**config.mk**
```make
export PLATFORM = sky130hd
export DESIGN_NAME = matrix_spike_encoder_flat
export DESIGN_NICKNAME = d
export VERILOG_FILES = /design/src/rtl/snn_pkg.sv /design/src/rtl/matrix_spike_encoder_if.sv /design/src/rtl/spike_event_fifo.sv /design/src/rtl/matrix_spike_encoder.sv /design/src/flat_wrapper.sv
export SDC_FILE = /design/constraint.sdc
export NUM_CORES = 1
export LEC_CHECK = 0
export ABC_AREA = 1
export CAP_MARGIN = 0
export CELL_PAD_IN_SITES_DETAIL_PLACEMENT = 2
export CELL_PAD_IN_SITES_GLOBAL_PLACEMENT = 2
export CORE_UTILIZATION = 36
export CTS_CLUSTER_SIZE = 14
export DETAILED_ROUTE_END_ITERATION = 8
export DONT_BUFFER_PORTS = 1
export GPL_ROUTABILITY_DRIVEN = 0
export PLACE_DENSITY = 0.88
export SYNTH_ARGS = -nofsm -noshare
export SYNTH_HDL_FRONTEND = slang
export SYNTH_SLANG_ARGS = --single-unit
export TNS_END_PERCENT = 5
```
**constraint.sdc**
```tcl
create_clock -name clk -period 2.45 [get_ports clk]
set_clock_uncertainty 0.15 [all_clocks]
set_input_delay 0 -clock clk [delete_from_list [all_inputs] [get_ports clk]]
set_output_delay 0 -clock clk [all_outputs]
set_load 0.05 [all_outputs]
```
**src/rtl/snn_pkg.sv**
```systemverilog
// Shared types and widths for the spike encoder: FSM states, bus widths and the
// address-event record carried on the output stream.
package snn_pkg;

  localparam int ADDR_W = 14;
  localparam int DATA_W = 16;
  localparam int DIM_W  = 10;
  localparam int CNT_W  = 14;

  typedef enum logic [1:0] {
    ST_IDLE,
    ST_SCAN,
    ST_DRAIN
  } state_t;

  typedef struct packed {
    logic [DIM_W-1:0] row;
    logic [DIM_W-1:0] col;
  } event_t;

endpackage

```
**src/rtl/matrix_spike_encoder_if.sv**
```systemverilog
// Address-event output stream: valid/ready handshake carrying one (row, col) per fired neuron.
interface matrix_spike_encoder_if
  import snn_pkg::*;
();

  logic             event_valid;
  logic             event_ready;
  logic [DIM_W-1:0] event_row;
  logic [DIM_W-1:0] event_col;

  modport master (
    output event_valid,
    output event_row,
    output event_col,
    input  event_ready
  );

  modport slave (
    input  event_valid,
    input  event_row,
    input  event_col,
    output event_ready
  );

endinterface

```
**src/rtl/spike_event_fifo.sv**
```systemverilog
// Two-entry synchronous FIFO used as the output skid buffer; a push is accepted
// when full only if the head is popped in the same cycle.
module spike_event_fifo
  import snn_pkg::*;
(
  input  logic       clk,
  input  logic       reset,
  input  logic       push,
  input  event_t     push_data,
  input  logic       pop,
  output event_t     head,
  output logic       full,
  output logic       empty,
  output logic [1:0] count
);

  logic       wr_ptr_q, wr_ptr_d;
  logic       rd_ptr_q, rd_ptr_d;
  logic [1:0] count_q, count_d;
  logic       do_push, do_pop;
  event_t     mem_q [2];

  assign full    = (count_q == 2'd2);
  assign empty   = (count_q == 2'd0);
  assign count   = count_q;
  assign head    = mem_q[rd_ptr_q];
  assign do_pop  = pop && !empty;
  assign do_push = push && (!full || do_pop);

  always_comb begin
    wr_ptr_d = wr_ptr_q ^ do_push;
    rd_ptr_d = rd_ptr_q ^ do_pop;
    count_d  = count_q + {1'b0, do_push} - {1'b0, do_pop};
  end

  always_ff @(posedge clk) begin
    if (reset) begin
      wr_ptr_q <= 1'b0;
      rd_ptr_q <= 1'b0;
      count_q  <= 2'd0;
      for (int i = 0; i < 2; i++) mem_q[i] <= '0;
    end else begin
      wr_ptr_q <= wr_ptr_d;
      rd_ptr_q <= rd_ptr_d;
      count_q  <= count_d;
      if (do_push) mem_q[wr_ptr_q] <= push_data;
    end
  end

endmodule

```
**src/rtl/matrix_spike_encoder.sv**
```systemverilog
// Scans a spike matrix (row fastest, then col) and emits one (row, col) event per
// nonzero word; reads are throttled so the returning word always has a FIFO slot.
module matrix_spike_encoder
  import snn_pkg::*;
(
  input  logic              clk,
  input  logic              reset,
  input  logic              start,
  output logic              done,
  input  logic [ADDR_W-1:0] src_start_address,
  output logic [ADDR_W-1:0] src_address,
  input  logic [DATA_W-1:0] src_readdata,
  output logic              src_write_en,
  input  logic [DIM_W-1:0]  row_size,
  input  logic [DIM_W-1:0]  col_size,
  matrix_spike_encoder_if.master ev,
  output logic [CNT_W-1:0]  event_count
);

  state_t            state_q, state_d;
  logic [DIM_W-1:0]  row_q, row_d, col_q, col_d;
  logic [DIM_W-1:0]  rows_q, rows_d, cols_q, cols_d;
  logic [ADDR_W-1:0] addr_q, addr_d;
  logic              rd_vld_q, rd_vld_d;
  event_t            tag_q, tag_d;
  logic [CNT_W-1:0]  event_count_q, event_count_d;

  logic       issue, handshake, slot_free;
  logic       fifo_push, fifo_full, fifo_empty;
  logic [1:0] fifo_count;
  event_t     fifo_head;

  assign handshake = ev.event_valid && ev.event_ready;
  // The read issued now lands next cycle while last cycle's read lands now, so at most one entry may be held.
  assign slot_free = (fifo_count == 2'd0) || (!fifo_full && handshake);
  assign fifo_push = rd_vld_q && (src_readdata != '0);

  always_comb begin
    state_d       = state_q;
    row_d         = row_q;
    col_d         = col_q;
    rows_d        = rows_q;
    cols_d        = cols_q;
    addr_d        = addr_q;
    event_count_d = event_count_q;
    issue         = 1'b0;
    tag_d         = '{row: row_q, col: col_q};

    if (handshake && (event_count_q != '1)) event_count_d = event_count_q + CNT_W'(1);

    case (state_q)
      ST_IDLE: begin
        if (start) begin
          event_count_d = '0;
          row_d         = '0;
          col_d         = '0;
          rows_d        = row_size;
          cols_d        = col_size;
          addr_d        = src_start_address;
          state_d       = ((row_size == '0) || (col_size == '0)) ? ST_DRAIN : ST_SCAN;
        end
      end
      ST_SCAN: begin
        if (slot_free) begin
          issue  = 1'b1;
          addr_d = addr_q + ADDR_W'(1);
          if (row_q == rows_q - DIM_W'(1)) begin
            row_d = '0;
            if (col_q == cols_q - DIM_W'(1)) state_d = ST_DRAIN;
            else                             col_d   = col_q + DIM_W'(1);
          end else begin
            row_d = row_q + DIM_W'(1);
          end
        end
      end
      ST_DRAIN: begin
        if (!rd_vld_q && fifo_empty) state_d = ST_IDLE;
      end
      default: state_d = ST_IDLE;
    endcase

    rd_vld_d = issue;
  end

  always_ff @(posedge clk) begin
    if (reset) begin
      state_q       <= ST_IDLE;
      row_q         <= '0;
      col_q         <= '0;
      rows_q        <= '0;
      cols_q        <= '0;
      addr_q        <= '0;
      rd_vld_q      <= 1'b0;
      tag_q         <= '0;
      event_count_q <= '0;
    end else begin
      state_q       <= state_d;
      row_q         <= row_d;
      col_q         <= col_d;
      rows_q        <= rows_d;
      cols_q        <= cols_d;
      addr_q        <= addr_d;
      rd_vld_q      <= rd_vld_d;
      tag_q         <= tag_d;
      event_count_q <= event_count_d;
    end
  end

  spike_event_fifo u_fifo (
    .clk       (clk),
    .reset     (reset),
    .push      (fifo_push),
    .push_data (tag_q),
    .pop       (handshake),
    .head      (fifo_head),
    .full      (fifo_full),
    .empty     (fifo_empty),
    .count     (fifo_count)
  );

  assign done           = (state_q == ST_IDLE);
  assign src_address    = (state_q == ST_IDLE) ? src_start_address : addr_q;
  assign src_write_en   = 1'b0;
  assign event_count    = event_count_q;
  assign ev.event_valid = !fifo_empty;
  assign ev.event_row   = fifo_head.row;
  assign ev.event_col   = fifo_head.col;

endmodule
```
**src/flat_wrapper.sv**
```systemverilog
// flat-port wrapper written by rule: the top's interface ports become plain ports
module matrix_spike_encoder_flat import snn_pkg::*;
  (clk, reset, start, done, src_start_address, src_address, src_readdata, src_write_en, row_size, col_size, event_count, ev_event_valid, ev_event_row, ev_event_col, ev_event_ready);
  matrix_spike_encoder_if ev_i ();
  input  logic clk;
  input  logic reset;
  input  logic start;
  output logic done;
  input  logic [ADDR_W-1:0] src_start_address;
  output logic [ADDR_W-1:0] src_address;
  input  logic [DATA_W-1:0] src_readdata;
  output logic src_write_en;
  input  logic [DIM_W-1:0] row_size;
  input  logic [DIM_W-1:0] col_size;
  output logic [CNT_W-1:0] event_count;
  output wire logic [$bits(ev_i.event_valid)-1:0] ev_event_valid;
  output wire logic [$bits(ev_i.event_row)-1:0] ev_event_row;
  output wire logic [$bits(ev_i.event_col)-1:0] ev_event_col;
  input wire logic [$bits(ev_i.event_ready)-1:0] ev_event_ready;
  assign ev_event_valid = ev_i.event_valid;
  assign ev_event_row = ev_i.event_row;
  assign ev_event_col = ev_i.event_col;
  assign ev_i.event_ready = ev_event_ready;
  matrix_spike_encoder u_core (.clk(clk), .reset(reset), .start(start), .done(done), .src_start_address(src_start_address), .src_address(src_address), .src_readdata(src_readdata), .src_write_en(src_write_en), .row_size(row_size), .col_size(col_size), .ev(ev_i), .event_count(event_count));
endmodule
```
-- Word level (Yosys, flattened, before mapping)
Memories as Yosys holds them, arrays and structs flattened. A register that Yosys moved wholly into a read port is not among the register bits.
Index checks and enable logic that the tools add are counted.
- output and inout bits: 51
- memory bits (writable): 40
- bits of input ports: 54
- memories kept: 1
- logic and storage cells: 94
- register bits after elaboration: 95
- memories (name ; depth ; width ; read ports ; clocked after memory_dff ; wr ports ; RTL line ; source):
    u_core.u_fifo.mem_q ; 2 ; 20 ; 1 ; 1 ; 2 ; spike_event_fifo.sv:21 ; event_t mem_q [2];
- bitwise gates (word level): 3
- muxes and demuxes: 32
- add/sub/neg operators: 8
- reduce and logical (&&, ||, !) cells: 25
- equal/unequal tests: 12
- operators by type and width (operator ; count):
    $mux 14 ; 6
    $mux 10 ; 6
    $pmux 10 s2 ; 2
    $add 14x1->14 const B ; 2
    $pmux 14 s2 ; 1
    $add 10x1->10 const B ; 2
    $eq 10x10->1 ; 2
    $logic_not 10->1 ; 2
    $mux 20 ; 1
    $reduce_or 20->1 ; 1
    $sub 10x1->10 const B ; 2
    $reduce_bool 16->1 ; 1
    $ne 14x14->1 const B ; 1
    $mux 2 ; 6
    $reduce_and 5->1 ; 2
    $mux 1 ; 9
    $ne 2x1->1 const B ; 4
    $logic_and 1x1->1 ; 7
    $pmux 2 s3 ; 1
    $eq 2x2->1 const B ; 2
    $logic_not 2->1 ; 2
    $ne 2x2->1 const B ; 2
    $logic_not 1->1 ; 3
    $logic_or 1x1->1 ; 3
    9 further kinds ; 10

-- Longest topological paths before layout
Gate-level depths: netlist of run 1.
- depth after elaboration: 11
- gate-level depth with buffers: 17
- depth with buffers taken out: 16

-- Modules after synthesis
Synthesis of run 1 repeated with hierarchy kept, for this count alone.
- cell total of the unflattened synthesis: 975
- area, all modules: 7114.3 um^2
- by module, submodules not included (module ; seq. area each (um^2) ; cells each ; area each (um^2) ; times used):
    matrix_spike_encoder ; 1821.7 ; 766 ; 5118.7 ; 1
    spike_event_fifo ; 1281.2 ; 209 ; 1995.7 ; 1

-- Worst setup path before layout of run 1
OpenSTA, ideal clock, no wires.
- path type: register to output
- from: register u_core.state_q[1]
- to: output src_address[11]
- cell stages (with the launch flop): 4
- buffers on the path: 1
- slack: 0.199 ns
- required time: 2.300 ns
- data arrival time: 2.101 ns
- path through: dfxtp_1 -> nor2_4 -> clkbuf_1 -> o21ai_0
- word-level cells in the longest chain between the ends: 2
- ends and longest elaborated chain (what ; RTL line ; source):
    start, declared ; matrix_spike_encoder.sv:20 ; state_t state_q, state_d;
    start signal, assigned ; matrix_spike_encoder.sv:97 ; state_q <= state_d;
    $logic_not 2->1 ; n/a ;
    named net done ; flat_wrapper.sv:8 ; output logic done;
    $mux 14 ; matrix_spike_encoder.sv:122 ; assign src_address = (state_q == ST_IDLE) ? src_start_address : addr_q;
    end, declared ; flat_wrapper.sv:10 ; output logic [ADDR_W-1:0] src_address;
The timed path passes the listed nets, and every way through them passes these cells.

-- Worst setup path after layout of run 1
- from: register u_core.cols_q[1]
- to: register u_core.col_q[8]
- word-level cells in the longest chain between the ends: 4
- ends and longest elaborated chain (what ; RTL line ; source):
    start, declared ; matrix_spike_encoder.sv:22 ; logic [DIM_W-1:0] rows_q, rows_d, cols_q, cols_d;
    start signal, assigned ; matrix_spike_encoder.sv:101 ; cols_q <= cols_d;
    $sub 10x1->10 ; matrix_spike_encoder.sv:69 ; if (col_q == cols_q - DIM_W'(1)) state_d = ST_DRAIN;
    $eq 10x10->1 ; matrix_spike_encoder.sv:69 ;
    $ne 2x2->1 (no source line) ; n/a ;
    $reduce_and 5->1 (no source line) ; n/a ;
    end signal, assigned ; matrix_spike_encoder.sv:99 ; col_q <= col_d;
    end, declared ; matrix_spike_encoder.sv:21 ; logic [DIM_W-1:0] row_q, row_d, col_q, col_d;
Every way passes these cells.
A chain may end at the register's enable or synchronous reset.

==> impl_results.md, run 1 <==
- Leak: between 3 and 4 nW
- Initial DRC count: between 400 and 500
- Pwr Density: 1160 nW/um^2
- Commonest non-fill, non-tap cell in the layout: nand2_1
- Syn_area_per_cell: 7.41 um^2
- HP Class: input pin to output pin
- Mapped Cells: slightly above 900
- Critical Path Sink Type: register
- Slew Limit Headroom: a little under three fifths
- Achievable Freq: about 400 MHz
- Synth cell types: 44
- Final Cycle Share: 102%
- Sw Pwr: about 0.0045 W
- Num rows: 50
- Top_reg_cell synth: dfxtp_1
- Sw Ratio: between 40% and 50%
- Worst slack, placed: approximately 0.11 ns
- Starting density of the core: between 30% and 40%
- Sequential Power Share: between 20 and 30%
- DR vias/cell: roughly 5.7
- Status: complete, but fails checks
- Failing checks: negative setup slack
- Antenna violations before repair: 0
- RSZ-0062 raised after global routing: yes
- R2R Path Start: u_core.cols_q[1]
- Layout Area Growth over Synthesis: 24.6%
- CTS sink cnt: approximately 140
- Largest net degree at the start of global routing: 45
- Ant diodes: 0
- Post-DRT Antenna Nets: 0
- Vias in the first global route: a little under 8000
- Internal power: approximately 0.0054 W
- Die W: roughly 140 um
- H-tree depth: 4
- Hold_ws: between 0.1 and 0.15 ns
- Worst vdd ir: 505 uV
- Core region area: 18800 um^2
- Routed wire per std cell: approximately 25 um
- Worst Path Required: roughly 2.7 ns
- Final setup viols: 11
- Post-synthesis sequential area ratio: about 45%
- Final Worst Setup Slack: -0.0608 ns
- Worst-margin pin slew: 0.662 ns
- Total GRT Usage: approximately 29%
- Die Ht: between 100 and 150 um
- Critical Path Source: u_core.cols_q[1]
- Post-Route WL: 31500 um
- Clk buf depth: 2
- Worst Setup EP: u_core.col_q[8]
- CTS tree: built
- First-pass GRT wire length: about 44000 um
- Combinational cell fraction of total power: between 40% and 50%
- Cts bufs inserted: 17
- Fin. Hold Viols: 0
- Fillers: roughly 2100
- Boundary Pins: about 110
- Via count: 7110
- R2R Setup Slk: -0.06 ns
- Nets@finish: around 1100
- Clock network fraction of total power: between 20 and 30%
- Number of max-cap violations: 0
- Max Fanout on Critical Path: 8
- Root buffer cell: clkbuf_16
- Cell Area, Synth: roughly 6900 um^2
- WP data arrival: 2.72 ns
- WS Path Type: register to register
- Inst Count DP: between 1000 and 1500
- Post-Layout Cell Count: 1254
- Post-synth EDFFs: 40
- Max-slew violations: 0
- CP Launch Type: register
- Leading area contributor after synthesis: dfxtp_1
- RR Endpoint: u_core.col_q[8]
- Synth area leaders: dfxtp_1 (28%), edfxtp_1 (17%), nand2_1 (12%)
- Drt drc: 0
- Syn nets: approximately 990
- Setup TNS: -0.263 ns
- Clock transition at path regs: approximately 0.07 ns
- Port Buffers: 0
- Total grt overflow: 0
- Synthesis Warnings: 0
- Post-DP HPWL: roughly 16000 um
- FF+latch count, synth: between 100 and 150
- Most frequent cells in the layout: nand2_1 (211), nor2_1 (159), inv_1 (102)
- Area share of the largest cell type after synthesis: between 20% and 30%
- Share of cells above drive strength 1: around 14%
- Detailed Routing Iterations Pass 1: 7
- Worst Reg-to-Reg Cells: 13
- Die area: 19700 um^2
- Ys async rst share: 0%
- Tmin final: 2.51 ns
- Clk Latency, worst-skew pair: between 0.4 and 0.5 ns
- Hold_sp: src_start_address[2]
cell families after synthesis:
kind of cell             count (synthesis)  share of synthesized area [%]
adder cells (fa/ha/maj)                  7                           1.27
other                                    1                         0.0544
AND/OR/NAND/NOR                        484                           30.2
flip-flops                             135                           45.0
buffers and inverters                  147                           8.67
AO/OA/AOI/OAI                          125                           10.8
XOR/XNOR                                32                           4.06
worst min path at each step:
stage                              to  slack (ns)  cells after the start
6_report               src_address[2]        0.13                      3
5_1_grt              u_core.rows_q[5]        0.14                      3
4_1_cts        u_core.u_fifo.count[1]        0.02                      6
3_5_place_dp         u_core.addr_q[2]       -0.07                      1
3_3_place_gp          u_core.col_q[9]       -0.06                      1
2_1_floorplan        u_core.cols_q[9]       -0.02                      2
cell usage after synthesis, types with 7 or more instances:
library cell and instances:
inv_1 104, nand2_2 7, a21oi_2 7, nand3_1 47, nor4_1 9, o21ai_0 56
nand4_1 11, dfxtp_1 95, xor2_1 25, nor3_1 10, nand2_1 214, edfxtp_1 40
clkbuf_1 23, a21oi_1 33, xnor2_1 7, nor2_1 164, ha_1 7
worst max-delay path: stages, from the launching register on:
cell     delay, ns
dfxtp_1       0.32
inv_1         0.17
ha_2          0.32
nand2_1       0.12
nand2_1       0.11
nand2_1       0.07
nand2_1       0.09
nand2_1       0.11
nand2_1       0.10
inv_1         0.09
nand4_4       0.16
buf_4         0.20
nand4_1       0.15
a21oi_2       0.24
layer usage:
metal	part of all wire [%]	track usage [%]
met1	39	31.3
met4	4.8	15.8
met5	0	0
met2	52	53.7
met3	4.9	6.19
what timing repair did:
action	CTS	global route
cloned	0	2
resized for setup	4	26
hold endpoints to repair	88	0
buffers inserted	0	2
hold buffers	44	0
pin swaps	2	5
setup endpoints to repair	17	28
flip-flops by register name (all words and copies together) (netlist names):
name                    count
u_core.u_fifo.count         2
u_core.row_q               10
u_core.u_fifo.mem_q        40
u_core.state_q              2
u_core.cols_q              10
u_core.u_fifo.wr_ptr_q      1
u_core.addr_q              14
u_core.col_q               10
u_core.tag_q               20
u_core.rows_q              10
u_core.event_count         14
u_core.rd_vld_q             1
u_core.u_fifo.rd_ptr_q      1
layout make-up:
| cell class | instances | area, um^2 | area share, % |
|---|---|---|---|
| sequential | 135 | 3100 | 36.1 |
| multi-input combinational | 650 | 3310 | 38.5 |
| clock buffer | 18 | 429 | 4.99 |
| inverter | 111 | 417 | 4.85 |
| clock inverter | 14 | 223 | 2.59 |
| timing repair buffer | 92 | 825 | 9.59 |
| tap | 234 | 293 | 3.41 |
per-stage QoR:
| stage | power [W] | util, % | cell area (um^2) |
|---|---|---|---|
| 2_1_floorplan | 0.00545 | - | 6900 |
| 4_1_cts | 0.00950 | 45.1 | 8470 |
| 3_3_place_gp | 0.00618 | 39.2 | 7350 |
| 5_1_grt | 0.0103 | 45.8 | 8600 |
| 3_5_place_dp | 0.00636 | 39.2 | 7350 |
| 6_report | 0.00998 | 45.8 | 8600 |
power groups by stage:
stage,Sequential [W],Combinational (W),Clock [W]
final,0.00293,0.00408,0.00297
after floorplan,0.00289,0.00257,0
after detailed placement,0.00294,0.00342,0
after global routing,0.00296,0.00429,0.00307
after global placement,0.00292,0.00326,0
after CTS,0.00290,0.00366,0.00293
(Power assumes the default switching activity.)
==> run 2, diff against run 1 <==
--- a/config.mk
+++ b/config.mk
@@ -14,7 +14,9 @@
 export DETAILED_ROUTE_END_ITERATION = 8
 export DONT_BUFFER_PORTS = 1
 export GPL_ROUTABILITY_DRIVEN = 0
+export MAX_ROUTING_LAYER = met4
 export PLACE_DENSITY = 0.88
+export SLEW_MARGIN = 15
 export SYNTH_ARGS = -nofsm -noshare
 export SYNTH_HDL_FRONTEND = slang
 export SYNTH_SLANG_ARGS = --single-unit
==> impl_results.md, run 2 (same netlist as run 1, synthesis figures left out) <==
- DR vias/cell: 5.47 (was 5.67)
- WS Path Type: register to register (unchanged)
- Starting density of the core: 36.7% (unchanged)
- Fin. Hold Viols: 0 (unchanged)
- Detailed Routing Iterations Pass 1: 4 (was 7)
- Achievable Freq: 409 MHz (was 398 MHz)
- Port Buffers: 0 (unchanged)
- Total GRT Usage: 30.2% (was 29.3%)
- Root buffer cell: clkbuf_16 (unchanged)
- Boundary Pins: 105 (unchanged)
- Routed wire per std cell: 22.9 um (was 25.2 um)
- Reg with most FFs: u_core.u_fifo.mem_q (unchanged)
- Die W: 140 um (unchanged)
- Die area: 19700 um^2 (unchanged)
- WP data arrival: 2.65 ns (was 2.72 ns)
- First-pass GRT wire length: 43800 um (about the same)
- Placed cell areas: 7350 um^2 (unchanged)
- Share of cells above drive strength 1: 14.0% (was 14.3%)
- Clk buf depth: 2 (unchanged)
- Vias in the first global route: 7782 (was 7762)
- Overall Power: 0.00977 W (was 0.00998 W)
- Total grt overflow: 0 (unchanged)
- Final Cycle Share: 99.9% (was 102%)
- H-tree depth: 4 (unchanged)
- Number of max-cap violations: 0 (unchanged)
- Max-slew violations: 0 (unchanged)
- Fin util: 45.6% (was 45.8%)
- Final setup viols: 0 (was 11)
- Worst Path Required: 2.65 ns (was 2.66 ns)
- Worst-margin pin slew: 0.676 ns (was 0.662 ns)
- Clock transition at path regs: 0.06 ns (was 0.07 ns)
- Initial DRC count: 293 (was 414)
- Via count: 6853 (was 7110)
- Crit-path max cell delay: 0.31 ns (was 0.32 ns)
- Leak: 3.44 nW (was 3.46 nW)
- Critical Path Slowest Stage Cell: dfxtp_1 (unchanged)
- Family with the most delay on the worst path: simple AND/OR/NAND/NOR gates (unchanged)
- CP Launch Type: register (unchanged)
- Commonest non-fill, non-tap cell in the layout: nand2_1 (unchanged)
- HP Class: input pin to output pin (unchanged)
- Top Registers: u_core.u_fifo.mem_q x40, u_core.tag_q x20 (unchanged)
- Post-Layout Cell Count: 1252 (was 1254)
- Cts bufs inserted: 17 (unchanged)
- RSZ-0062 raised after global routing: yes (unchanged)
- Num rows: 50 (unchanged)
- Slew Limit Headroom: 54.9% (was 55.8%)
- Hold_sp: src_start_address[2] (unchanged)
- Max Fanout on Critical Path: 9 (was 8)
- R2R Path Start: u_core.rows_q[1] (was u_core.cols_q[1])
- Core region area: 18800 um^2 (unchanged)
- Nets@finish: 1066 (was 1068)
- Critical Path Sink Type: register (unchanged)
- Buf/Inv on CP: 3 (unchanged)
- Worst vdd ir: 520 uV (was 505 uV)
- Die Ht: 140 um (unchanged)
- CP Cell Sequence: inv_1 > ha_2 > nand2_1 > inv_1 > nor2_4 > nand2_2 > nor2_2 > nand3_1 > nor2_2 > nand3_2 > nand2_4 > buf_8 > nand4_1 > a21oi_2 (was inv_1 > ha_2 > nand2_1 > nand2_1 > nand2_1 > nand2_1 > nand2_1 > nand2_1 > inv_1 > nand4_4 > buf_4 > nand4_1 > a21oi_2)
- Status: completed (was complete, but fails checks)
- Critical Path Source: u_core.rows_q[1] (was u_core.cols_q[1])
- Largest register FFs: 40 (unchanged)
- Clk Latency, worst-skew pair: 0.44 ns (was 0.45 ns)
- Tmin final: 2.45 ns (was 2.51 ns)
- Post-Route WL: 28700 um (was 31500 um)
- Layout Area Growth over Synthesis: 24.1% (was 24.6%)
- Pwr Density: 1140 nW/um^2 (was 1160 nW/um^2)
- Inst Count DP: 1175 (unchanged)
- CTS sink cnt: 135 (unchanged)
- CTS tree: built (unchanged)
- Ant diodes: 0 (unchanged)
- Post-DRT Antenna Nets: 0 (unchanged)
- Largest net degree at the start of global routing: 45 (unchanged)
- Antenna violations before repair: 0 (unchanged)
- Final instance area: 8560 um^2 (was 8600 um^2)
- Drt drc: 0 (unchanged)
- Post-DP HPWL: 15900 um (unchanged)
- Most frequent cells in the layout: nand2_1 (211), nor2_1 (159), inv_1 (103) (was nand2_1 (211), nor2_1 (159), inv_1 (102))
-- run 2: changes by cell type in the layout (fill, tap and decap cells not counted) --
| cell | delta |
|---|---|
| inv_2 | -1 |
| nand3_2 | +1 |
| nand3_4 | -1 |
| buf_6 | -1 |
| nand2_4 | -1 |
| nand2_2 | +1 |
| buf_12 | -1 |
| buf_8 | +1 |
| inv_1 | +1 |
| buf_2 | -1 |
-- run 2: worst paths after layout --
| kind | depth (start not counted) | end | slack (ns) |
|---|---|---|---|
| worst max-delay path | 14 | u_core.col_q[3] | 0.003 |
| worst min-delay path | 3 | src_address[2] | 0.13 |
| worst max register to register | 14 | u_core.col_q[3] | 0.003 |
| worst min register to register | 2 | u_core.addr_q[13] | 0.35 |
-- run 2: stage by stage --
stage | setup TNS (ns) | hold slack, ns | setup WS [ns]
after floorplan | 0 | -0.0151 | 0.199
after global placement | 0 | -0.0648 | 0.219
after detailed placement | 0 | -0.0701 | 0.109
after CTS | -0.00654 | 0.0155 | -0.00654
after global routing | -0.506 | 0.139 | -0.0839
final | 0 | 0.129 | 0.00272
-- run 2: routing by layer --
metal | vias to the layer above | part of all wire [%] | routed length (um) | track usage (%)
li1 | 3137 | - | - | -
met1 | 3410 | 40 | 11500 | 31.6
met2 | 221 | 52 | 14900 | 53.6
met3 | 85 | 4.1 | 1180 | 6.02
met4 | 0 | 3.8 | 1100 | 15.8
met5 | - | 0 | 0 | -
-- run 2: area by class of cell --
cell class                 instances  area (um^2)
tap                              234          293
fill                            2097        10200
inverter                         111          417
timing repair buffer              90          803
clock buffer                      18          429
clock inverter                    14          223
sequential                       135         3100
multi-input combinational        650         3290
-- run 2: repair_timing --
item / 4_1_cts / 5_1_grt
hold buffers: 44 / 0
cloned: 0 / 1
pin swaps: 2 / 4
endpoints found under the setup margin: 17 / 28
endpoints found under the hold margin: 88 / 0
gates resized for setup: 4 / 24
setup buffers: 0 / 1
-- run 2: report_power, final --
part,internal [W],switching (W)
Sequential,0.00260,0.000320
Clock,0.00182,0.00112
Combinational,0.000994,0.00292
-- run 2: tightest hold or removal path: stages --
cell	delay, ns
nand2_1	0.04
o21ai_1	0.05
buf_4	0.18
